**src/rtl/io_peripheral.sv**
```systemverilog
// Memory-mapped I/O block: seven-segment digit register, free-running
// SYSTICK counter and a reloadable 32-bit timer with a sticky interrupt.
// Loads are combinational; stores commit on the rising clock edge.
module io_peripheral (
    input  logic        clk,
    input  logic        reset,
    input  logic        MemRead,
    input  logic        MemWrite,
    input  logic [31:0] Address,
    input  logic [31:0] Write_data,
    output logic [31:0] Read_data,
    output logic [3:0]  digi_an,
    output logic [7:0]  digi_seg,
    output logic        irq
);

    // Word addresses (byte address >> 2)
    localparam logic [29:0] WordDigi    = 30'h0000_1000;
    localparam logic [29:0] WordSystick = 30'h0000_1001;
    localparam logic [29:0] WordTh      = 30'h0000_1002;
    localparam logic [29:0] WordTl      = 30'h0000_1003;
    localparam logic [29:0] WordTcon    = 30'h0000_1004;

    // TCON bit positions
    localparam int unsigned TconEn    = 0;
    localparam int unsigned TconIrqEn = 1;
    localparam int unsigned TconIrq   = 2;

    logic [11:0] r_digi;
    logic [31:0] r_systick;
    logic [31:0] r_th;
    logic [31:0] r_tl;
    logic [2:0]  r_tcon;

    logic [11:0] w_digi_d;
    logic [31:0] w_th_d;
    logic [31:0] w_tl_d;
    logic [2:0]  w_tcon_d;

    logic [29:0] w_word;
    logic        w_wr_digi;
    logic        w_wr_th;
    logic        w_wr_tl;
    logic        w_wr_tcon;
    logic        w_overflow;

    // Byte offset within a word is not decoded.
    logic        unused_addr_lsb;
    assign unused_addr_lsb = ^Address[1:0];

    assign w_word    = Address[31:2];
    assign w_wr_digi = MemWrite && (w_word == WordDigi);
    assign w_wr_th   = MemWrite && (w_word == WordTh);
    assign w_wr_tl   = MemWrite && (w_word == WordTl);
    assign w_wr_tcon = MemWrite && (w_word == WordTcon);

    // Running timer at all-ones reloads from TH instead of wrapping to zero.
    assign w_overflow = r_tcon[TconEn] && (r_tl == 32'hFFFF_FFFF);

    // Next-state for DIGI: plain CPU-written register.
    always_comb begin
        w_digi_d = r_digi;
        if (w_wr_digi) begin
            w_digi_d = Write_data[11:0];
        end
    end

    // Next-state for TH: plain CPU-written register.
    always_comb begin
        w_th_d = r_th;
        if (w_wr_th) begin
            w_th_d = Write_data;
        end
    end

    // Next-state for TL: CPU write wins, else reload on overflow, else count.
    // Reload uses r_th, so a coincident TH write does not affect this reload.
    always_comb begin
        w_tl_d = r_tl;
        if (w_wr_tl) begin
            w_tl_d = Write_data;
        end else if (w_overflow) begin
            w_tl_d = r_th;
        end else if (r_tcon[TconEn]) begin
            w_tl_d = r_tl + 32'd1;
        end
    end

    // Next-state for TCON: CPU write wins, else overflow sets the sticky
    // status bit when the interrupt is enabled.
    always_comb begin
        w_tcon_d = r_tcon;
        if (w_wr_tcon) begin
            w_tcon_d = Write_data[2:0];
        end else if (w_overflow && r_tcon[TconIrqEn]) begin
            w_tcon_d[TconIrq] = 1'b1;
        end
    end

    // DIGI register; drives the display pins directly.
    always_ff @(posedge clk or posedge reset) begin
        if (reset) begin
            r_digi <= 12'd0;
        end else begin
            r_digi <= w_digi_d;
        end
    end

    // Free-running SYSTICK; not writable.
    always_ff @(posedge clk or posedge reset) begin
        if (reset) begin
            r_systick <= 32'd0;
        end else begin
            r_systick <= r_systick + 32'd1;
        end
    end

    // Timer reload value.
    always_ff @(posedge clk or posedge reset) begin
        if (reset) begin
            r_th <= 32'd0;
        end else begin
            r_th <= w_th_d;
        end
    end

    // Timer count.
    always_ff @(posedge clk or posedge reset) begin
        if (reset) begin
            r_tl <= 32'd0;
        end else begin
            r_tl <= w_tl_d;
        end
    end

    // Timer control and sticky interrupt status.
    always_ff @(posedge clk or posedge reset) begin
        if (reset) begin
            r_tcon <= 3'd0;
        end else begin
            r_tcon <= w_tcon_d;
        end
    end

    // Combinational load mux; zero when not reading or unmapped.
    always_comb begin
        Read_data = 32'd0;
        if (MemRead) begin
            case (w_word)
                WordDigi:    Read_data = {20'd0, r_digi};
                WordSystick: Read_data = r_systick;
                WordTh:      Read_data = r_th;
                WordTl:      Read_data = r_tl;
                WordTcon:    Read_data = {29'd0, r_tcon};
                default:     Read_data = 32'd0;
            endcase
        end
    end

    assign digi_an  = r_digi[11:8];
    assign digi_seg = r_digi[7:0];
    assign irq      = r_tcon[TconIrq];

endmodule

```
**config.mk**
```make
export PLATFORM = sky130hd
export DESIGN_NAME = io_peripheral
export DESIGN_NICKNAME = d
export VERILOG_FILES = /design/src/rtl/io_peripheral.sv
export SDC_FILE = /design/constraint.sdc
export NUM_CORES = 1
export LEC_CHECK = 0
export CORE_MARGIN = 2
export CORE_UTILIZATION = 45
export DETAILED_ROUTE_END_ITERATION = 8
export GPL_TIMING_DRIVEN = 0
export MAX_ROUTING_LAYER = met4
export PLACE_DENSITY = 0.7
export SLEW_MARGIN = 0
export SYNTH_ARGS = -nofsm -noshare
export SYNTH_HDL_FRONTEND = slang
export SYNTH_SLANG_ARGS = --single-unit
```
**constraint.sdc**
```tcl
create_clock -name clk -period 4.8 [get_ports clk]
set_clock_uncertainty 0.05 [all_clocks]
set_input_delay 0.72 -clock clk [delete_from_list [all_inputs] [get_ports clk]]
set_output_delay 0.72 -clock clk [all_outputs]
set_load 0.01 [all_outputs]
```
Word-level counts from Yosys, hierarchy flattened. Index checks and enable logic that the tools add are counted.

Output and inout port bits: 45. Logic and storage cells: 29. Input bits: 68. Register bits after elaboration: 111.

Equal/unequal tests: 6. $add $sub $neg: 2. Reduce and logical (&&, ||, !) cells: 8. Mux-type cells: 7.

Operators with widths (number): 32-bit case mux with 5 select lines (1); 30-bit by 13-bit equality test with 1-bit output, second input constant (5); 32-bit two-way mux (4); 32-bit by 1-bit adder with 32-bit output, second input constant (2); 32-bit equality test, second input constant (1); 1-bit logical AND (6); 3-bit nonzero test (1); 1-bit two-way mux (2); 2-bit nonzero test (1).

Depth between registers and ports, before layout. Gate-level depths: netlist of the first run.

Depth after elaboration: 5. Depth in mapped cells: 9. Depth with buffers taken out: 7.

Least setup slack after synthesis of the first run. OpenSTA, ideal clock, no wires.

Kind: input -> output. From: input Address[19]. To: output Read_data[12]. Data required time: 4.030 ns. Path slack: 1.742 ns. Arrival: 2.288 ns. Stages: 7. Path buffers: 1. Cell sequence: nor4_1 -> nand4_1 -> nor3b_1 -> and2_1 -> clkbuf_1 -> a22oi_1 -> nor2b_1.

Longest elaborated chain between the ends: 3. Elaborated cells between the ends (all ways): 7. Those cells by class: eq/ne: 5; mux: 2.

Ends and longest elaborated chain: from (decl) (line 9) `input logic [31:0] Address,`; 30-bit by 13-bit equality test with 1-bit output (line 149) `case (w_word)`; 32-bit case mux with 5 select lines (*) (line 149); 32-bit two-way mux (*) (line 148) `if (MemRead) begin`; to (decl) (line 11) `output logic [31:0] Read_data,`.

Mark *: on every way between the ends. The rest lies on a longest branch, timed or not.

Worst setup path in the final report of the first run.
From: input Address[19]. To: output Read_data[30].

Same word-level chain as after synthesis.

==> impl_metrics.py, run 1 <==
metrics = {
    "outcome": {
        "status": "finished, final reports clean",
    },
    "cells_and_area": {
        "nFillCells": 1230,
        "drive_gt1_share_pct": 12.7,
        "nNetsFinal": 860,
        "multi_input_area_um2": 3490,
        "n_antenna_cell": 0,
        "ff_latch_area_um2": 2780,
        "final_core_util_pct": 58.4,
        "area_growth_pct": 25.8,
    },
    "setup_path": {
        "rr_startpoint": "r_tl[0]",
        "r2r_end": "r_tl[25]",
        "end_kind": "output pin",
        "start_kind": "primary input",
        "critPathMaxFanout": 10,
        "path_class": "in -> out",
        "crit_required_ns": 4.03,
        "cp-startpoint": "Address[19]",
        "rrSetupSlack_ns": 1.93,
        "worstPathArrival_ns": 3.85,
        "r2r_cells": 7,
    },
    "cts": {
        "cts_resized": 0,
        "cts_hold_buf": 0,
        "post_cts_buffers": 0,
        "cts_max_level": 3,
        "cts.reportedPaths.clkPinSlew_ns": 0.07,
        "cts_buffers": 9,
        "insertion_delay_ns": 0.37,
        "cts-root-buf": "clkbuf_16",
        "cts.sinks": 111,
        "cts_tree": "done",
        "clockBufferDepth": 2,
    },
    "place": {
        "port_buffers": 109,
        "place_congestion": 0.970,
        "dp_hpwl_um": 14200,
    },
    "synth": {
        "synth_xor_area_share_pct": 5.13,
        "synth_nets": 739,
        "synth_edf_count": 0,
        "ys_ff_latch": 111,
        "async_reset_ff_share_pct": 100,
        "synth_top_area_share_pct": 42.8,
        "yosysWarnings": 0,
        "synth_compound_area_share_pct": 13.3,
        "ys.flop_type": "dfrtp_1",
        "synth_top_family_by_area": "simple AND/OR/NAND/NOR gates",
        "synthAdderAreaFrac_pct": 0.386,
        "yosys.area.top_type": "dfrtp_1",
        "yosysUniqueCellTypes": 51,
        "synth.area.top_cells": "dfrtp_1, mux2_2, xnor2_1",
        "syn_area_per_cell_um2": 9.70,
        "synth_area_um2": 6490,
        "synthSimpleGateAreaFrac_pct": 20.4,
        "synth_mux_area_share_pct": 14.6,
        "syn_inst": 669,
        "ys_seq_area_share_pct": 42.8,
    },
    "floorplanning": {
        "die_x_um": 124,
        "die_y_um": 124,
        "dieArea_um2": 15400,
        "io_pins": 113,
        "rows": 43,
        "start_util_pct": 46.4,
        "core_um2": 14000,
    },
    "worst_hold_path": {
        "hold_end": "r_systick[22]",
        "hold_start": "r_systick[22]",
        "hold_path.class": "reg -> reg",
        "hold_path_depth": 1,
    },
    "job": {
        "cap_violations": 0,
    },
    "timing": {
        "fmax_mhz": 216,
        "hold_slack_ns": 0.449,
        "maxSlewHeadroom_pct": 29.5,
        "fin_crit_sh_pct": 96.4,
        "rsz0062_at_grt": "no",
        "finalSetupViolCount": 0,
        "min_period_ns": 4.62,
        "tightest_slew_ns": 1.05,
        "finalHoldViolCount": 0,
        "setup_tns_ns": 0,
        "drv_slew": 0,
    },
    "drt": {
        "vias_per_cell": 6.03,
        "drc": 0,
        "wl_per_cell_um": 19.9,
        "first_iter_violations": 654,
        "wirelength_um": 19400,
        "num_vias": 5875,
        "final_antenna_net_count": 0,
        "drt_first_pass_iters": 5,
    },
    "global_route": {
        "track_usage_pct": 27.3,
        "grt_overflow": 0,
        "grt_use_met2_pct": 41.9,
        "met1_usage_pct": 36.4,
        "busiest_layer": "met2",
        "grt_max_degree": 61,
        "grt_first_pass_wirelength_um": 31100,
        "met3_usage_pct": 5.40,
        "antenna_found_initial": 0,
        "grt_pass1_vias": 5991,
    },
    "power": {
        "ir_drop_uv": 184,
        "cellPowerDensity_nw_per_um2": 230,
        "p_leak_nw": 3.42,
    },
}
-- metrics by stage --
| stage | worst slack, ns | instances | power (W) | instance area, µm² |
|---|---|---|---|---|
| 6_report | 0.175 | 975 | 0.00188 | 8170 |
| 5_1_grt | 0.0319 | 975 | 0.00192 | 8170 |
| 4_1_cts | 0.145 | 975 | 0.00188 | 8170 |
| 3_5_place_dp | 0.154 | 959 | 0.00107 | 7840 |
| 3_3_place_gp | -0.522 | 958 | 0.00106 | 7810 |
| 2_1_floorplan | 1.10 | 669 | 0.000990 | 6490 |
-- worst max-delay path by stage --
| stage | endpoint | slack, ns | depth (start not counted) |
|---|---|---|---|
| 6_report | Read_data[30] | 0.18 | 9 |
| 2_1_floorplan | r_digi[0] | 1.10 | 1 |
| 4_1_cts | Read_data[31] | 0.14 | 9 |
| 5_1_grt | Read_data[30] | 0.03 | 8 |
| 3_3_place_gp | r_systick[25] | -0.52 | 2 |
| 3_5_place_dp | Read_data[31] | 0.15 | 9 |
-- area by class of cell --
| type | count | share of cell area (%) |
|---|---|---|
| plain buffers | 40 | 2.24 |
| clock buffers | 14 | 3.60 |
| clock inverters | 2 | 0.429 |
| inverters | 10 | 0.490 |
| multi-input cells | 508 | 42.8 |
| flip-flops and latches | 111 | 34.0 |
| well taps | 180 | 2.76 |
| repair buffers | 110 | 13.7 |
-- cells in the mapped netlist (2+ instances only) --
cell	n
nor3_1	13
o31ai_1	8
xnor2_1	26
or3_1	3
nand2_1	57
mux2_4	10
mux2_2	48
mux2_1	6
xor2_1	12
ha_1	2
nor3b_1	4
and2_1	4
and3_1	14
o21ai_0	18
o211ai_1	5
a22oi_1	30
nor2_1	53
buf_6	2
clkbuf_2	2
nor2b_1	22
a31oi_1	13
dfrtp_1	111
and4_1	5
or4_1	2
clkbuf_1	23
a21oi_1	33
nor4_2	2
nor4_1	13
inv_1	10
mux2i_1	19
nand3_1	35
a2bb2oi_1	2
a41oi_1	2
buf_2	12
a221oi_1	2
nand4_1	19
a211oi_1	3
o2bb2ai_1	11
-- kinds of logic (layout without fill, tap and decap cells) --
logic type | count (synthesis) | after routing
and+or+nand+nor | 254 | 254
AOI/OAI and AO/OA | 131 | 131
DFF | 111 | 111
adders and majority gates | 2 | 2
muxes | 83 | 83
buffers and inverters | 50 | 176
xor gates and xnor gates | 38 | 38
-- critical path, stage by stage --
cell and delay, ns:
clkdlybuf4s50_1 0.40, nor4_1 0.31, nand4_1 0.25, nor3b_1 0.50, and2_1 0.26, clkbuf_1 0.47
a22oi_1 0.22, nor2b_1 0.17, clkdlybuf4s50_1 0.55
-- metal layers --
| layer | wire, µm | share of wire [%] |
|---|---|---|
| met1 | 8320 | 43 |
| met2 | 9010 | 47 |
| met3 | 1680 | 8.7 |
| met4 | 350 | 1.8 |
| met5 | 0 | 0 |
-- flip-flops by register name, indices dropped and copies added, names as in the netlist --
name       cells
r_tl          32
r_digi        12
r_th          32
r_systick     32
r_tcon         3
-- report_power, final --
part           internal (W)  leakage [nW]  switching (W)  total (W)
Sequential         0.000934          1.47   0.0000000465   0.000934
Clock              0.000476         0.165       0.000352   0.000828
Combinational     0.0000624          1.78      0.0000516   0.000114
Total               0.00147          3.42       0.000404    0.00188
-- cells in the final DEF, fill, tap and decap left out, types with 3 or more instances in the layout --
cell type and n:
dfrtp_1 111, clkdlybuf4s50_1 109, nand2_1 57, nor2_1 53
mux2_2 48, nand3_1 35, a21oi_1 33, a22oi_1 30
xnor2_1 26, clkbuf_1 23, nor2b_1 22, nand4_1 19
mux2i_1 19, o21ai_0 18, and3_1 14, nor3_1 13
a31oi_1 13, nor4_1 13, xor2_1 12, buf_2 12
o2bb2ai_1 11, mux2_4 10, inv_1 9, clkbuf_16 9
o31ai_1 8, mux2_1 6, o211ai_1 5, and4_1 5
clkbuf_8 5, nor3b_1 4, and2_1 4, a211oi_1 3
or3_1 3
Note: power is estimated with default switching activity, not from simulation.
==> run 2: changes to the inputs <==
Settings changed: HOLD_SLACK_MARGIN set to 0.06.
==> results of run 2 <==
Final layout, timing and power as in run 1 (identical DEF).
==> run 3: changes to the inputs <==
==> constraint.sdc (replaced) <==
create_clock -name clk -period 4.8 [get_ports clk]
set_clock_uncertainty 0.05 [all_clocks]
set_input_delay 0.96 -clock clk [delete_from_list [all_inputs] [get_ports clk]]
set_output_delay 0.96 -clock clk [all_outputs]
set_load 0.01 [all_outputs]
==> impl_metrics.py, run 3 (synthesis results as in run 1) <==
metrics = {
    "drt": {
        "first_iter_violations": 595,
        "drt_first_pass_iters": 5,
        "final_antenna_net_count": 0,
        "vias_per_cell": 6.06,
        "num_vias": 5917,
        "drc": 0,
        "wirelength_um": 19400,
        "wl_per_cell_um": 19.8,
    },
    "timing": {
        "tightest_slew_ns": 1.08,
        "finalHoldViolCount": 0,
        "drv_slew": 0,
        "rsz0062_at_grt": "no",
        "setup_slack_ns": 0.146,
        "fmax_mhz": 215,
        "hold_slack_ns": 0.448,
        "min_period_ns": 4.65,
        "finalSetupViolCount": 0,
        "maxSlewHeadroom_pct": 27.3,
        "fin_crit_sh_pct": 97.0,
    },
    "cells_and_area": {
        "ff_latch_area_um2": 2780,
        "post-route-cell-area_um2": 8200,
        "n_antenna_cell": 0,
        "nFillCells": 1228,
        "final_cell_mix": "dfrtp_1, clkdlybuf4s50_1, nand2_1, nor2_1, mux2_2",
        "top_regs": "r_systick x32, r_th x32, r_tl x32",
        "area_growth_pct": 26.3,
        "drive_gt1_share_pct": 14.1,
        "nNetsFinal": 862,
        "multi_input_area_um2": 3500,
        "layout_commonest_cell": "dfrtp_1",
    },
    "floorplanning": {
        "rows": 43,
        "io_pins": 113,
        "start_util_pct": 46.4,
        "die_y_um": 124,
        "dieArea_um2": 15400,
        "core_um2": 14000,
        "die_x_um": 124,
    },
    "place": {
        "placed_cell_area_um2": 7840,
        "place_congestion": 0.970,
        "port_buffers": 109,
        "place_ws_ns": -0.326,
        "dp_hpwl_um": 14200,
    },
    "cts": {
        "cts-root-buf": "clkbuf_16",
        "insertion_delay_ns": 0.36,
        "cts_max_level": 3,
        "cts_tree": "done",
        "clockBufferDepth": 2,
        "cts_buffers": 9,
        "cts.reportedPaths.clkPinSlew_ns": 0.07,
        "cts.sinks": 111,
        "cts_hold_buf": 0,
    },
    "setup_path": {
        "cp_common_cell": "clkdlybuf4s50_1",
        "crit_path_top_delay_cell": "clkdlybuf4s50_1",
        "end_kind": "output pin",
        "critical_path.top_delay_family": "simple AND/OR/NAND/NOR gates",
        "path_class": "in -> out",
        "crit_required_ns": 3.79,
        "worstPathArrival_ns": 3.64,
        "slowest_delay_ns": 0.55,
        "critical_path.cell_chain": "clkdlybuf4s50_1 -> nor4_1 -> nand4_1 -> nor3b_2 -> and2_1 -> clkbuf_2 -> a22oi_1 -> nor2b_1 -> clkdlybuf4s50_1",
        "critPathMaxFanout": 10,
        "rrSetupSlack_ns": 1.94,
        "start_kind": "primary input",
        "path_buf_inv": 3,
    },
    "power": {
        "cellPowerDensity_nw_per_um2": 228,
        "p_leak_nw": 3.45,
        "power.total_w": 0.00187,
        "ir_drop_uv": 180,
    },
    "global_route": {
        "track_usage_pct": 27.3,
        "grt_pass1_vias": 5994,
        "grt_max_degree": 61,
        "antenna_found_initial": 0,
        "grt_overflow": 0,
        "grt_first_pass_wirelength_um": 31200,
    },
    "worst_hold_path": {
        "hold_path.class": "reg -> reg",
    },
    "outcome": {
        "status": "finished, final reports clean",
    },
    "job": {
        "cap_violations": 0,
    },
}
[run 3: final cells by class]
| class | instances | area share, % |
|---|---|---|
| Tap cell | 180 | 2.75 |
| Clock buffer | 14 | 3.59 |
| Timing Repair Buffer | 112 | 13.8 |
| Clock inverter | 2 | 0.427 |
| Sequential cell | 111 | 33.9 |
| Multi-Input combinational cell | 508 | 42.7 |
| Inverter | 10 | 0.488 |
| Buffer | 40 | 2.33 |
[run 3: worst paths after layout]
path	endpoint	cells past startpoint	start
min in group asynchronous	r_digi[8]	2	reset
max	Read_data[30]	9	Address[19]
max in group asynchronous	r_th[24]	3	reset
min	r_systick[27]	1	r_systick[27]
min reg2reg	r_systick[27]	1	r_systick[27]
max reg2reg	r_tl[25]	7	r_tl[0]
[run 3: where the power goes]
| group | total (W) | switching [W] | internal (W) |
|---|---|---|---|
| registers | 0.000934 | 0.0000000479 | 0.000934 |
| clock network | 0.000824 | 0.000348 | 0.000476 |
| logic | 0.000115 | 0.0000522 | 0.0000625 |
[run 3: repair_timing]
action                     in CTS  in global routing
pin swaps                       0                  2
setup buffers                   0                  2
setup endpoints to repair      30                 21
gates resized for setup         8                  2
[run 3: layer usage]
layer | part of all wire [%] | wire length (µm) | track usage [%]
met5 | 0 | 0 | -
met4 | 2.4 | 471 | 8.92
met3 | 7.3 | 1410 | 5.54
met2 | 46 | 8940 | 42.0
met1 | 44 | 8550 | 36.4
[run 3: per-stage QoR]
| stage | utilization [%] | setup TNS [ns] | cells |
|---|---|---|---|
| after detailed placement | 56.0 | -6.52 | 959 |
| after floorplan | - | 0 | 669 |
| after global routing | 58.6 | 0 | 977 |
| after global placement | 55.8 | -87.80 | 958 |
| final | 58.6 | 0 | 977 |
| after CTS | 58.5 | 0 | 975 |
